[src/rtl/controle_pkg.sv]
// Shared encodings for the multicycle control unit: FSM states, opcodes,
// ALU function codes and PC source selects.
package controle_pkg;

  typedef enum logic [3:0] {
    INICIO, BUSCA, DECOD, EXEC_R, EXEC_I, ESCREG, END_MEM,
    LER_MEM, ESC_MEM, DESVIO, SALTO, PARADO, ERRO
  } estado_t;

  localparam logic [2:0] OP_ADD  = 3'b000;
  localparam logic [2:0] OP_SLT  = 3'b001;
  localparam logic [2:0] OP_ADDI = 3'b010;
  localparam logic [2:0] OP_LW   = 3'b011;
  localparam logic [2:0] OP_SW   = 3'b100;
  localparam logic [2:0] OP_BEQ  = 3'b101;
  localparam logic [2:0] OP_J    = 3'b110;
  localparam logic [2:0] OP_HLT  = 3'b111;

  localparam logic [2:0] ULA_ADD = 3'b000;
  localparam logic [2:0] ULA_SUB = 3'b001;

  localparam logic [1:0] PC_MAIS1  = 2'b00;
  localparam logic [1:0] PC_DESVIO = 2'b01;
  localparam logic [1:0] PC_SALTO  = 2'b10;

  // States that own the shared memory port and are guarded by the wait counter.
  function automatic logic is_mem_state(input estado_t s);
    return (s == BUSCA) || (s == LER_MEM) || (s == ESC_MEM);
  endfunction

  // States whose cycles are accounted in the cycle counter.
  function automatic logic is_active_state(input estado_t s);
    return !((s == INICIO) || (s == PARADO) || (s == ERRO));
  endfunction

endpackage

[src/rtl/contador_espera.sv]
// Memory wait counter shared by the three memory states; flags a timeout on the
// MEM_TIMEOUT-th consecutive cycle without MemPronto.
module contador_espera #(
  parameter int MEM_TIMEOUT = 15
) (
  input  logic clk_i,
  input  logic rst_i,
  input  logic clear_i,
  input  logic enable_i,
  input  logic mem_pronto_i,
  output logic timeout_o
);

  localparam int W = $clog2(MEM_TIMEOUT + 1);

  logic [W-1:0] cnt_q;

  always_ff @(posedge clk_i) begin
    if (rst_i || clear_i) begin
      cnt_q <= '0;
    end else if (enable_i && !mem_pronto_i) begin
      cnt_q <= cnt_q + W'(1);
    end
  end

  // A completion on the last allowed cycle wins over the timeout.
  assign timeout_o = enable_i && !mem_pronto_i && (cnt_q == W'(MEM_TIMEOUT - 1));

endmodule

[src/rtl/controle_multiciclo.sv]
// Multicycle control FSM: sequences fetch/decode/execute/memory/writeback over a
// single shared memory port and counts fetched instructions and active cycles.
module controle_multiciclo
  import controle_pkg::*;
#(
  parameter int MEM_TIMEOUT = 15,
  parameter int CNT_WIDTH   = 16
) (
  input  logic                 clock,
  input  logic                 reset,
  input  logic [2:0]           OpCode,
  input  logic                 Zero,
  input  logic                 MemPronto,
  output logic                 MemReq,
  output logic                 IouD,
  output logic                 LerMem,
  output logic                 EscMem,
  output logic                 EscIR,
  output logic                 EscAB,
  output logic                 EscPC,
  output logic [1:0]           PCFonte,
  output logic                 RegDst,
  output logic                 RegFonte,
  output logic                 EscReg,
  output logic                 ULA1,
  output logic                 ULA2,
  output logic                 Beq,
  output logic                 Salto,
  output logic                 Set,
  output logic [2:0]           ULAOp,
  output logic                 Halt,
  output logic                 Erro,
  output logic [CNT_WIDTH-1:0] InstrCont,
  output logic [CNT_WIDTH-1:0] CicloCont,
  output logic [3:0]           estado_o
);

  // Memory handshake: MemReq stays high for the whole memory state; the rising
  // edge that samples MemPronto=1 completes the access and leaves the state.
  // MemPronto seen in any other state is ignored.

  estado_t                estado_q, estado_d;
  logic [2:0]             op_q;
  logic [CNT_WIDTH-1:0]   instr_q, ciclo_q;
  logic                   espera_timeout;

  contador_espera #(.MEM_TIMEOUT(MEM_TIMEOUT)) u_espera (
    .clk_i        (clock),
    .rst_i        (reset),
    .clear_i      (estado_d != estado_q),
    .enable_i     (is_mem_state(estado_q)),
    .mem_pronto_i (MemPronto),
    .timeout_o    (espera_timeout)
  );

  always_comb begin
    estado_d = estado_q;
    case (estado_q)
      INICIO:  estado_d = BUSCA;
      BUSCA:   if (MemPronto) estado_d = DECOD;
               else if (espera_timeout) estado_d = ERRO;
      DECOD: begin
        case (OpCode)
          OP_ADD, OP_SLT: estado_d = EXEC_R;
          OP_ADDI:        estado_d = EXEC_I;
          OP_LW, OP_SW:   estado_d = END_MEM;
          OP_BEQ:         estado_d = DESVIO;
          OP_J:           estado_d = SALTO;
          default:        estado_d = PARADO;
        endcase
      end
      EXEC_R, EXEC_I: estado_d = ESCREG;
      ESCREG:  estado_d = BUSCA;
      END_MEM: estado_d = (op_q == OP_LW) ? LER_MEM : ESC_MEM;
      LER_MEM: if (MemPronto) estado_d = ESCREG;
               else if (espera_timeout) estado_d = ERRO;
      ESC_MEM: if (MemPronto) estado_d = BUSCA;
               else if (espera_timeout) estado_d = ERRO;
      DESVIO, SALTO: estado_d = BUSCA;
      PARADO:  estado_d = PARADO;
      ERRO:    estado_d = ERRO;
      default: estado_d = INICIO;
    endcase
  end

  always_ff @(posedge clock) begin
    if (reset) begin
      estado_q <= INICIO;
      op_q     <= OP_ADD;
      instr_q  <= '0;
      ciclo_q  <= '0;
    end else begin
      estado_q <= estado_d;
      // IR is stable from DECOD on; holding a copy keeps later states self-contained.
      if (estado_q == DECOD) op_q <= OpCode;
      if ((estado_q == BUSCA) && MemPronto) instr_q <= instr_q + CNT_WIDTH'(1);
      if (is_active_state(estado_q)) ciclo_q <= ciclo_q + CNT_WIDTH'(1);
    end
  end

  always_comb begin
    MemReq   = 1'b0;
    IouD     = 1'b0;
    LerMem   = 1'b0;
    EscMem   = 1'b0;
    EscIR    = 1'b0;
    EscAB    = 1'b0;
    EscPC    = 1'b0;
    PCFonte  = PC_MAIS1;
    RegDst   = 1'b0;
    RegFonte = 1'b0;
    EscReg   = 1'b0;
    ULA1     = 1'b0;
    ULA2     = 1'b0;
    Beq      = 1'b0;
    Salto    = 1'b0;
    Set      = 1'b0;
    ULAOp    = ULA_ADD;
    Halt     = 1'b0;
    Erro     = 1'b0;
    case (estado_q)
      BUSCA: begin
        MemReq = 1'b1;
        LerMem = 1'b1;
        EscIR  = MemPronto;
        EscPC  = MemPronto;
      end
      DECOD:   EscAB = 1'b1;
      EXEC_R:  ULAOp = (op_q == OP_SLT) ? ULA_SUB : ULA_ADD;
      EXEC_I:  ULA2  = 1'b1;
      ESCREG: begin
        EscReg   = 1'b1;
        RegDst   = (op_q == OP_ADDI) || (op_q == OP_LW);
        RegFonte = (op_q == OP_LW);
        Set      = (op_q == OP_SLT);
      end
      END_MEM: ULA2 = 1'b1;
      LER_MEM: begin
        MemReq = 1'b1;
        IouD   = 1'b1;
        LerMem = 1'b1;
      end
      ESC_MEM: begin
        MemReq = 1'b1;
        IouD   = 1'b1;
        EscMem = 1'b1;
      end
      DESVIO: begin
        ULAOp   = ULA_SUB;
        Beq     = 1'b1;
        EscPC   = Zero;
        PCFonte = PC_DESVIO;
      end
      SALTO: begin
        Salto   = 1'b1;
        EscPC   = 1'b1;
        PCFonte = PC_SALTO;
      end
      PARADO:  Halt = 1'b1;
      ERRO:    Erro = 1'b1;
      default: ;
    endcase
  end

  assign InstrCont = instr_q;
  assign CicloCont = ciclo_q;
  assign estado_o  = estado_q;

endmodule

[config.mk]
export PLATFORM = sky130hd
export DESIGN_NAME = controle_multiciclo
export DESIGN_NICKNAME = d
export VERILOG_FILES = /design/src/rtl/controle_pkg.sv /design/src/rtl/contador_espera.sv /design/src/rtl/controle_multiciclo.sv
export SDC_FILE = /design/constraint.sdc
export NUM_CORES = 1
export LEC_CHECK = 0
export CORE_MARGIN = 2
export CORE_UTILIZATION = 44
export CTS_CLUSTER_SIZE = 28
export DETAILED_ROUTE_END_ITERATION = 7
export PLACE_DENSITY = 0.76
export SYNTH_ARGS = -nofsm -noshare
export SYNTH_HDL_FRONTEND = slang
export SYNTH_SLANG_ARGS = --single-unit
[constraint.sdc]
create_clock -name clock -period 1.64 [get_ports clock]
set_clock_uncertainty 0.05 [all_clocks]
set_input_delay 0.246 -clock clock [delete_from_list [all_inputs] [get_ports clock]]
set_output_delay 0.246 -clock clock [all_outputs]
set_load 0.005 [all_outputs]
==> metrics.md, run 1 <==
| Metric | Value |
|---|---|
| Die area | `roughly 6300 sq um` |
| Die width | `just under 80 um` |
| Netlist Area Pre-Place | `2510 sq um` |
| Leakage | `1.89 nW` |
| GRT Util Overall | `between 20% and 30%` |
| Total CTS buffers | `5` |
| Fillers | `280` |
| Synthesized area per cell | `8.28 sq um` |
| Port buffer count | `just over 60` |
| Post-DP Area | `3670 sq um` |
| Worst path required time | `roughly 1.8 ns` |
| Hold Buf Count CTS | `0` |
| Via density per instance | `about 6.0` |
| Pin count of the biggest net entering global routing | `25` |
| FF-to-FF setup slack | `-0.30 ns` |
| Vias post-DR | `between 3k and 4k` |
| DRC viols | `0` |
| TritonCTS clock tree | `done` |
| Worst path arrival time | `2.08 ns` |
| Critical Path Start | `estado_o[3]` |
| H-tree depth | `2` |
| Gpl congestion | `a little under 0.9` |
| Clock sinks | `43` |
| Final Hold Viols | `0` |
| Pwr Total | `0.00284 W` |
| Post-synth top area share | `around a third` |
| Peak fanout along the critical path | `6` |
| Boundary Pins | `65` |
| Vias in the first global route | `~2.8k` |
| Setup ws final | `-0.296 ns` |
| Antenna viol nets, final | `0` |
| Starting Density | `45.6%` |
| Placeable Area | `5510 sq um` |
| First-pass GRT wire length | `roughly 14000 um` |
| WL/cell | `20.3 um` |
| Clk buf depth | `2` |
| Critical Path End | `u_espera.cnt_q[2]` |
| Syn Inst Count | `slightly above 300` |
| Relative slew slack | `66.7%` |
| Fin crit share | `118%` |
| Ranking of synthesized cells by area | `dfxtp_1 (34%), nor2_1 (6.1%), xnor2_1 (5.2%)` |
| RR Endpoint | `u_espera.cnt_q[2]` |
| Share of post-route cells with drive strength above 1 | `between 40 and 50%` |
| Commonest cells in the netlist | `dfxtp_1 (43), nor2_1 (41), nand2_1 (26), o21ai_0 (15), xnor2_1 (15)` |
| Failing checks | `negative setup slack` |
| Row count | `27` |
| Root Buffer Master | `clkbuf_8` |
| Initial antenna violation count | `0` |
| Fmax | `516 MHz` |
| Worst-Skew Late Latency | `0.31 ns` |
| Count leader, synth | `dfxtp_1` |
| Outcome | `finished, violations left` |
| Largest area contributor in the netlist | `dfxtp_1` |
| RSZ-0062 raised after global routing | `yes` |
| Die Y | `about 80 um` |
| Tightest Pin Transition | `approximately 0.5 ns` |
| Synth Register Bits | `between 40 and 50` |
| Main synth FF type | `dfxtp_1` |
| Fin. max-slew vios | `0` |
| Setup Viol. Count Final | `56` |
| Hold Crit Class | `flip-flop to flip-flop` |
| Synth async-reset ratio | `0%` |
| Antenna Cells | `0` |
| Total grt overflow | `0` |
| DR iter-0 viols | `208` |
| Synth warnings | `0` |
| Worst VDD drop | `between 0.0005 and 0.0006 V` |
| Period minus WS final | `about 1.9 ns` |
| Worst r2r src | `estado_o[3]` |
| Crit Path Class | `flip-flop to flip-flop` |
| Worst r2r path cells | `8` |
| Design area | `4650 sq um` |
| CP endpoint kind | `flip-flop` |
| Final wirelength | `approximately 11000 um` |
| Post-synthesis cell type count | `60` |
| Sequential share of the synthesized area | `around a third` |
| Final nets | `470` |
| DR pass1 iterations | `5` |
| Cell area power density | `approximately 610 nW/um^2` |
| Area delta synth->final | `85.4%` |
| Post-synth EDFFs | `0` |
| Startpoint Class | `flip-flop` |
| MaxCap Viol Count | `0` |
| Hpwl dp | `roughly 5200 um` |
| Clk slew on worst S/H paths | `around 0.090 ns` |
[cell usage in the layout (no fill, tap or decap), types with 4 or more instances in the layout]
cell type,instances
mux2i_1,4
nor2_4,10
dlygate4sd2_1,4
nor2_1,32
nand2_1,18
nand2_2,7
and3_1,5
and4_1,5
xnor2_2,6
nand4_1,4
buf_2,9
or3_1,6
nor3_1,6
a21oi_2,6
xor2_1,11
buf_4,56
o21ai_2,4
clkdlybuf4s50_1,37
nand2b_4,5
clkbuf_8,5
buf_6,53
a21oi_1,7
dfxtp_1,37
o21ai_0,8
inv_1,6
xnor2_1,9
nand3_1,6
[registers in the layout, summed over array words and instances, names as in the netlist]
| name | flops |
|---|---|
| CicloCont | 16 |
| InstrCont | 16 |
| estado_o | 4 |
| u_espera.cnt_q | 4 |
| op_q | 3 |
[stage by stage]
stage / setup TNS [ns] / setup slack [ns] / instances / hold slack (ns) / utilization (%)
finish: -6.29 / -0.296 / 532 / 0.463 / 84.5
global route: -8.43 / -0.338 / 532 / 0.490 / 84.5
CTS: -3.42 / -0.236 / 523 / 0.447 / 77.2
detailed placement: -7.51 / -0.357 / 491 / 0.424 / 66.6
global placement: -6.14 / -0.289 / 491 / 0.419 / 66.6
floorplan: 0 / 0.0171 / 305 / 0.343 / -
[final cells by class]
cell class | count | area [sq um] | area share [%]
clock buffer | 5 | 68.8 | 1.48
sequential | 43 | 876 | 18.8
clock inverter | 3 | 23.8 | 0.511
timing repair buffer | 166 | 1560 | 33.6
inverter | 8 | 35.0 | 0.753
multi-input combinational | 235 | 2000 | 42.9
tap | 72 | 90.1 | 1.94
[cell families after synthesis]
logic type	share of synthesized area, %
mux	1.60
xor+xnor	9.77
flops	34.3
compound gates	14.4
fa+ha+maj	1.99
other cells	0.149
simple gates	32.3
buf+inv	5.58
[worst min-delay path by stage]
stage / cells past startpoint / from / endpoint
2_1_floorplan: 2 / OpCode[0] / op_q[0]
3_3_place_gp: 2 / CicloCont[15] / CicloCont[15]
3_5_place_dp: 2 / CicloCont[15] / CicloCont[15]
4_1_cts: 2 / CicloCont[15] / CicloCont[15]
5_1_grt: 2 / InstrCont[1] / InstrCont[1]
6_report: 2 / InstrCont[6] / InstrCont[6]
[report_power, final]
| part | internal, W | total (W) | switching (W) |
|---|---|---|---|
| registers | 0.00108 | 0.00112 | 0.0000455 |
| clock network | 0.000305 | 0.000738 | 0.000433 |
| logic | 0.000520 | 0.000984 | 0.000464 |
| total | 0.00190 | 0.00284 | 0.000942 |
[routing by layer]
layer	vias to the layer above	share of wire, %	track usage, %
met3	49	8.1	4.07
li1	1373	-	-
met5	-	0	0
met1	1550	36	32.6
met2	194	51	51.1
met4	0	4.4	10.3
[critical path, stage by stage, from the launching register on]
cell,delay (ns)
dfxtp_2,0.35
buf_6,0.13
buf_6,0.11
buf_8,0.13
buf_8,0.13
nor4_1,0.41
o21ai_0,0.18
nand4_1,0.21
nor3_1,0.11
[repair_timing]
action | 4_1_cts | 5_1_grt
hold endpoints to repair | 0 | 0
gates resized for setup | 168 | 83
buffers inserted | 35 | 12
setup endpoints to repair | 58 | 59
pin swaps | 48 | 55
cloned | 0 | 1
Power figures use the tool's default switching activity.
==> inputs of run 2 (changes only) <==
--- a/config.mk
+++ b/config.mk
@@ -6,10 +6,10 @@
 export NUM_CORES = 1
 export LEC_CHECK = 0
 export CORE_MARGIN = 2
-export CORE_UTILIZATION = 44
+export CORE_UTILIZATION = 33
+export CTS_CLUSTER_DIAMETER = 100
 export CTS_CLUSTER_SIZE = 28
 export DETAILED_ROUTE_END_ITERATION = 7
-export PLACE_DENSITY = 0.76
 export SYNTH_ARGS = -nofsm -noshare
 export SYNTH_HDL_FRONTEND = slang
 export SYNTH_SLANG_ARGS = --single-unit
==> run 2 against run 1 <==
Compared with the run above: the flow still finishes with violations (negative setup slack); non-clock buffer count grew 2; total power grew 0.95%; die area grew 32%; hold slack lost 0.038 ns; final cell count grew 5.6%; utilization shrank 21 points; design area shrank 0.86%; critical endpoint is now CicloCont[15]; highest routed layer unchanged.
==> metrics.md, run 2 (same netlist as run 1, synthesis figures left out) <==
| Metric | Value |
|---|---|
| Outcome | `finished, violations left` |
| Failing checks | `negative setup slack` |
| Vias in the first global route | `2646 (-5.0%)` |
| Via density per instance | `4.97 (-16%)` |
| Startpoint Class | `flip-flop` |
| Finished Layout Cells | `562 (+5.6%)` |
| Worst-Skew Late Latency | `0.30 ns (about the same)` |
| Boundary Pins | `65 (unchanged)` |
| Worst VDD drop | `0.000379 V (-31%)` |
| Row count | `31 (+15%)` |
| WL/cell | `14.3 um (-29%)` |
| Utilization after layout | `63.3% (-21 points)` |
| Starting Density | `34.4% (-11 points)` |
| Commonest non-fill, non-tap cell in the layout | `buf_4` |
| Hold Crit Class | `primary input to flip-flop` |
| H-tree depth | `2 (unchanged)` |
| Crit Path Class | `flip-flop to flip-flop` |
| Total CTS buffers | `5 (unchanged)` |
| Fin crit share | `111% (-7.2 points)` |
| Pin count of the biggest net entering global routing | `34 (+36%)` |
| Clock sinks | `43 (unchanged)` |
| Antenna viol nets, final | `0 (unchanged)` |
| Gpl congestion | `0.852 (-3.0%)` |
| Pwr Total | `0.00287 W (+0.95%)` |
| TritonCTS clock tree | `done` |
| Share of post-route cells with drive strength above 1 | `45.4% (-2.5 points)` |
| Min Hold Slack | `0.425 ns (-0.0379 ns)` |
| MaxCap Viol Count | `0 (unchanged)` |
| Setup Viol. Count Final | `35 (-38%)` |
| Most used cell, CP | `buf_6` |
| RSZ-0062 raised after global routing | `yes` |
| Crit-path max cell delay | `0.34 ns (-0.07 ns)` |
| DR iter-0 viols | `85 (-59%)` |
| Initial antenna violation count | `0 (unchanged)` |
| Worst path arrival time | `2.02 ns (-0.06 ns)` |
| Cell area power density | `622 nW/um^2 (+1.8%)` |
| Leakage | `1.98 nW (+4.4%)` |
| Setup Total Neg Slack | `-2.92 ns (+3.37 ns)` |
| Root Buffer Master | `clkbuf_8` |
| Final Hold Viols | `0 (unchanged)` |
| Area delta synth->final | `83.8%` |
| Placeable Area | `7290 sq um (+32%)` |
| Total grt overflow | `0 (unchanged)` |
| Final nets | `473 (+0.64%)` |
| Clk slew on worst S/H paths | `0.09 ns (about the same)` |
| First-pass GRT wire length | `13100 um (-4.3%)` |
| Fin. max-slew vios | `0 (unchanged)` |
| Placed cell count | `525 (+6.9%)` |
| Port buffer count | `61 (unchanged)` |
| Hpwl dp | `5310 um (+2.5%)` |
| Vias post-DR | `2795 (-12%)` |
| Critical-path cell list | `buf_6 -> buf_6 -> nand4b_1 -> inv_2 -> buf_6 -> a311oi_4 -> nand4_1 -> or3_1 -> nand2_1` |
| Die width | `91.2 um (+15%)` |
| Period minus WS final | `1.82 ns (-0.118 ns)` |
| Setup ws final | `-0.178 ns (+0.118 ns)` |
| Die area | `8320 sq um (+32%)` |
| Register area | `877 sq um (+0.14%)` |
| Antenna Cells | `0 (unchanged)` |
| Worst path required time | `1.84 ns (+0.05 ns)` |
| Fillers | `622 (+120%)` |
| Commonest non-fill, non-tap cells in the layout | `buf_4 (65), buf_6 (44), dfxtp_1 (36)` |
| Fmax | `550 MHz (+6.5%)` |
| CP endpoint kind | `flip-flop` |
| Slowest stage cell, crit path | `dfxtp_2` |
| Die Y | `91.2 um (+15%)` |
| Final wirelength | `8060 um (-25%)` |
| DRC viols | `0 (unchanged)` |
| DR pass1 iterations | `4 (-1)` |
| Clk buf depth | `2 (unchanged)` |
| Area occupied by multi-input gates | `1910 sq um (-4.4%)` |
| Peak fanout along the critical path | `4 (-2)` |
| GRT Util Overall | `19.2% (-8.7 points)` |
run 2: critical path: cells and delay by family (launching register included):
kind	cells	cell delay (ns)
and+or+nand+nor	4	0.65
buffers and inverters	4	0.41
DFF	1	0.34
AOI/OAI and AO/OA	1	0.30
run 2: worst paths after layout:
| check | from | end | slack [ns] | cells after the start |
|---|---|---|---|---|
| hold reg to reg | CicloCont[15] | CicloCont[15] | 0.43 | 2 |
| hold / removal | OpCode[2] | op_q[2] | 0.43 | 4 |
| setup / recovery | estado_o[3] | CicloCont[15] | -0.18 | 9 |
| setup reg to reg | estado_o[3] | CicloCont[15] | -0.18 | 9 |
run 2: metal layers:
layer  share of wire, %  track usage [%]  wire, um  up-vias
met5                  0                0         0        -
met4                1.4             4.55       112        0
met2                 50             32.3      4030       90
met1                 44             25.4      3520     1314
met3                4.9             3.40       391       11
li1                   -                -         -     1380
run 2: stage by stage:
step	instance area [sq um]	setup WS, ns
finish	4610	-0.178
global placement	3740	-0.339
floorplan	2530	0.0171
detailed placement	3740	-0.375
global route	4610	-0.240
CTS	4250	-0.161
run 2: repair_timing:
action                                  4_1_cts  5_1_grt
gates cloned                                  1        0
endpoints found under the hold margin         0        0
endpoints found under the setup margin       51       57
setup buffers                                21       12
pin swaps                                    40       36
hold buffers                                  0        0
gates resized for setup                     121       93
run 2: area by class of cell:
| type | instances | share of cell area, % |
|---|---|---|
| Clock buffer | 5 | 1.49 |
| Clock inverter | 3 | 0.949 |
| Inverter | 8 | 0.651 |
| Multi-Input combinational cell | 236 | 41.4 |
| Sequential cell | 43 | 19.0 |
| Tap cell | 99 | 2.68 |
| Timing Repair Buffer | 168 | 33.8 |
run 2: report_power, final:
part | leakage (nW) | internal, W | switching, W
sequential | 0.351 | 0.00108 | 0.0000417
combinational | 1.57 | 0.000506 | 0.000386
clock | 0.0581 | 0.000454 | 0.000406
total | 1.98 | 0.00204 | 0.000834
==> inputs of run 3 (changes only) <==
--- a/config.mk
+++ b/config.mk
@@ -5,11 +5,14 @@
 export SDC_FILE = /design/constraint.sdc
 export NUM_CORES = 1
 export LEC_CHECK = 0
+export CELL_PAD_IN_SITES_DETAIL_PLACEMENT = 0
+export CELL_PAD_IN_SITES_GLOBAL_PLACEMENT = 1
 export CORE_MARGIN = 2
-export CORE_UTILIZATION = 33
+export CORE_UTILIZATION = 32
 export CTS_CLUSTER_DIAMETER = 100
 export CTS_CLUSTER_SIZE = 28
 export DETAILED_ROUTE_END_ITERATION = 7
+export PLACE_DENSITY_LB_ADDON = 0.1
 export SYNTH_ARGS = -nofsm -noshare
 export SYNTH_HDL_FRONTEND = slang
 export SYNTH_SLANG_ARGS = --single-unit
==> run 3 against run 2 <==
Compared with the run above: the flow still finishes with violations (negative setup slack); die area is 3.0% higher; first-iteration DRC count is 53% lower; global-route usage is 0.21 points lower; fmax is 1.3% lower; routed wire length is 0.32% higher; sequential cell count stayed put; design area is 1.1% higher; final cell count is 0.89% higher; critical endpoint unchanged; largest cell class unchanged.
==> metrics.md, run 3 (same netlist as run 1, synthesis figures left out) <==
| Metric | Value |
|---|---|
| Pin count of the biggest net entering global routing | `26 (-24%)` |
| DR iter-0 viols | `40 (-53%)` |
| Die Y | `92.6 um (+1.5%)` |
| Total grt overflow | `0 (unchanged)` |
| Fillers | `647 (+4.0%)` |
| Area delta synth->final | `85.9%` |
| TritonCTS clock tree | `done` |
| First-pass GRT wire length | `13100 um (about the same)` |
| Final wirelength | `8080 um (+0.32%)` |
| Clk buf depth | `2 (unchanged)` |
| DRC viols | `0 (unchanged)` |
| Failing checks | `negative setup slack` |
| Port buffer count | `61 (unchanged)` |
| Setup ws final | `-0.201 ns (-0.0231 ns)` |
| Area occupied by multi-input gates | `1920 sq um (+0.72%)` |
| Total CTS buffers | `5 (unchanged)` |
| Register area | `878 sq um (+0.14%)` |
| Final nets | `475 (+0.42%)` |
| Die width | `92.6 um (+1.5%)` |
| Worst VDD drop | `0.000387 V (+2.2%)` |
| Clk slew on worst S/H paths | `0.09 ns (about the same)` |
| Worst r2r src | `estado_o[3]` |
| Hpwl dp | `5410 um (+1.9%)` |
| Clock sinks | `43 (unchanged)` |
| Outcome | `finished, violations left` |
| Antenna viol nets, final | `0 (unchanged)` |
| Worst path arrival time | `2.05 ns (+0.03 ns)` |
| RSZ-0062 raised after global routing | `yes` |
| Clock power frac | `33.7% (+3.7 points)` |
| Share of post-route cells with drive strength above 1 | `46.2% (+0.88 points)` |
| RR Endpoint | `CicloCont[15]` |
| Net Sw Frac | `27.3% (-1.8 points)` |
| Fmax | `543 MHz (-1.3%)` |
| Initial antenna violation count | `0 (unchanged)` |
| Vias post-DR | `2772 (-0.82%)` |
| Worst path required time | `1.84 ns (about the same)` |
| Die area | `8570 sq um (+3.0%)` |
| Cell area power density | `638 nW/um^2 (+2.5%)` |
| Comb pwr share | `29.0% (-2.1 points)` |
| Root Buffer Master | `clkbuf_8` |
| Starting Density | `32.8% (-1.6 points)` |
| Worst-Skew Late Latency | `0.30 ns (about the same)` |
| WHS Path Cells | `2 (-2)` |
| Commonest non-fill, non-tap cell in the layout | `buf_4` |
| Reg power frac | `37.3% (-1.7 points)` |
| Hold Crit Class | `flip-flop to flip-flop` |
| Peak fanout along the critical path | `4 (unchanged)` |
| Final Hold Viols | `0 (unchanged)` |
| Pwr Total | `0.00297 W (+3.6%)` |
| Boundary Pins | `65 (unchanged)` |
| Hold endpoint | `CicloCont[15]` |
| CP endpoint kind | `flip-flop` |
| Min Hold Slack | `0.437 ns (+0.0123 ns)` |
| Leakage | `1.93 nW (-2.2%)` |
| WL/cell | `14.3 um (-0.56%)` |
| Gpl congestion | `0.822 (-3.5%)` |
| Via density per instance | `4.89 (-1.7%)` |
| Commonest non-fill, non-tap cells in the layout | `buf_4 (72), buf_6 (42), clkdlybuf4s50_1 (38)` |
| Worst r2r path cells | `9 (unchanged)` |
| MaxCap Viol Count | `0 (unchanged)` |
| Vias in the first global route | `2725 (+3.0%)` |
| P_int | `0.00216 W (+6.2%)` |
| GRT Util Overall | `19.0% (-0.21 points)` |
| Antenna Cells | `0 (unchanged)` |
| Fin crit share | `112% (+1.4 points)` |
| Net switching power | `0.000812 W (-2.6%)` |
| Placeable Area | `7650 sq um (+4.9%)` |
| Crit Path Class | `flip-flop to flip-flop` |
| Fin. max-slew vios | `0 (unchanged)` |
| DR pass1 iterations | `4 (unchanged)` |
| H-tree depth | `2 (unchanged)` |
| FF-to-FF setup slack | `-0.20 ns (-0.02 ns)` |
| Hold Path Origin | `CicloCont[15]` |
| Startpoint Class | `flip-flop` |
| Period minus WS final | `1.84 ns (+0.0231 ns)` |
| Row count | `32 (+3.2%)` |
| Setup Viol. Count Final | `44 (+26%)` |
==> run 3: cell types whose count changed in the layout (fill, tap and decap cells not counted), sizes merged, moves of 2 or more <==
cell / previous run / this run
clkdlybuf4s50: 34 / 38
dlymetal6s2s: 6 / 2
clkinv: 2 / 0
buf: 121 / 127
==> run 3: critical path: stages, from the launching register on <==
cell and delay (ns):
dfxtp_4 0.37, buf_6 0.12, buf_6 0.10, nand4b_1 0.12, inv_2 0.06, buf_6 0.12, a311oi_4 0.31, nand4_1 0.16
or3_1 0.33, nand2_1 0.07
==> run 3: worst max-delay path by stage <==
stage,startpoint,end,cells past startpoint
floorplan,estado_o[2],CicloCont[15],5
global placement,OpCode[2],u_espera.cnt_q[1],6
detailed placement,OpCode[0],u_espera.cnt_q[3],6
CTS,estado_o[2],EscPC,7
global route,estado_o[2],CicloCont[14],9
finish,estado_o[3],CicloCont[15],9
==> run 3: layout make-up <==
cell class | count | share of cell area (%)
inverters | 8 | 0.697
well taps | 102 | 2.74
repair buffers | 171 | 33.7
clock inverters | 2 | 1.29
multi-input cells | 235 | 41.2
flip-flops and latches | 43 | 18.8
clock buffers | 6 | 1.56
==> run 3: per-layer routing <==
layer	global-route usage, %	vias to the layer above	part of all wire (%)
met1	24.2	1327	46
met2	33.0	62	49
met3	3.25	9	3.9
met4	4.73	0	1.3
met5	0	-	0
li1	-	1374	-
==> run 3: what timing repair did <==
item                       CTS  global route
resized for setup          149            78
setup endpoints to repair   50            62
setup buffers               25            15
hold buffers                 0             0
pin swaps                   42            26
==> run 3: through the flow <==
stage | instance area (sq um) | util [%] | TNS (ns) | std cells | setup slack (ns)
floorplan | 2530 | - | 0 | 305 | 0.0171
global placement | 3740 | 48.9 | -6.12 | 525 | -0.299
detailed placement | 3740 | 48.9 | -6.81 | 525 | -0.375
CTS | 4390 | 57.4 | -3.64 | 557 | -0.232
global route | 4670 | 61.0 | -7.49 | 567 | -0.266
finish | 4670 | 61.0 | -3.99 | 567 | -0.201
==> run 3: power by group through the flow <==
stage / combinational [W] / sequential [W] / clock [W]
finish: 0.000863 / 0.00111 / 0.00100
detailed placement: 0.000637 / 0.00113 / 0
floorplan: 0.000305 / 0.00113 / 0
global placement: 0.000634 / 0.00113 / 0
CTS: 0.000780 / 0.00111 / 0.00102
global route: 0.000918 / 0.00112 / 0.00106
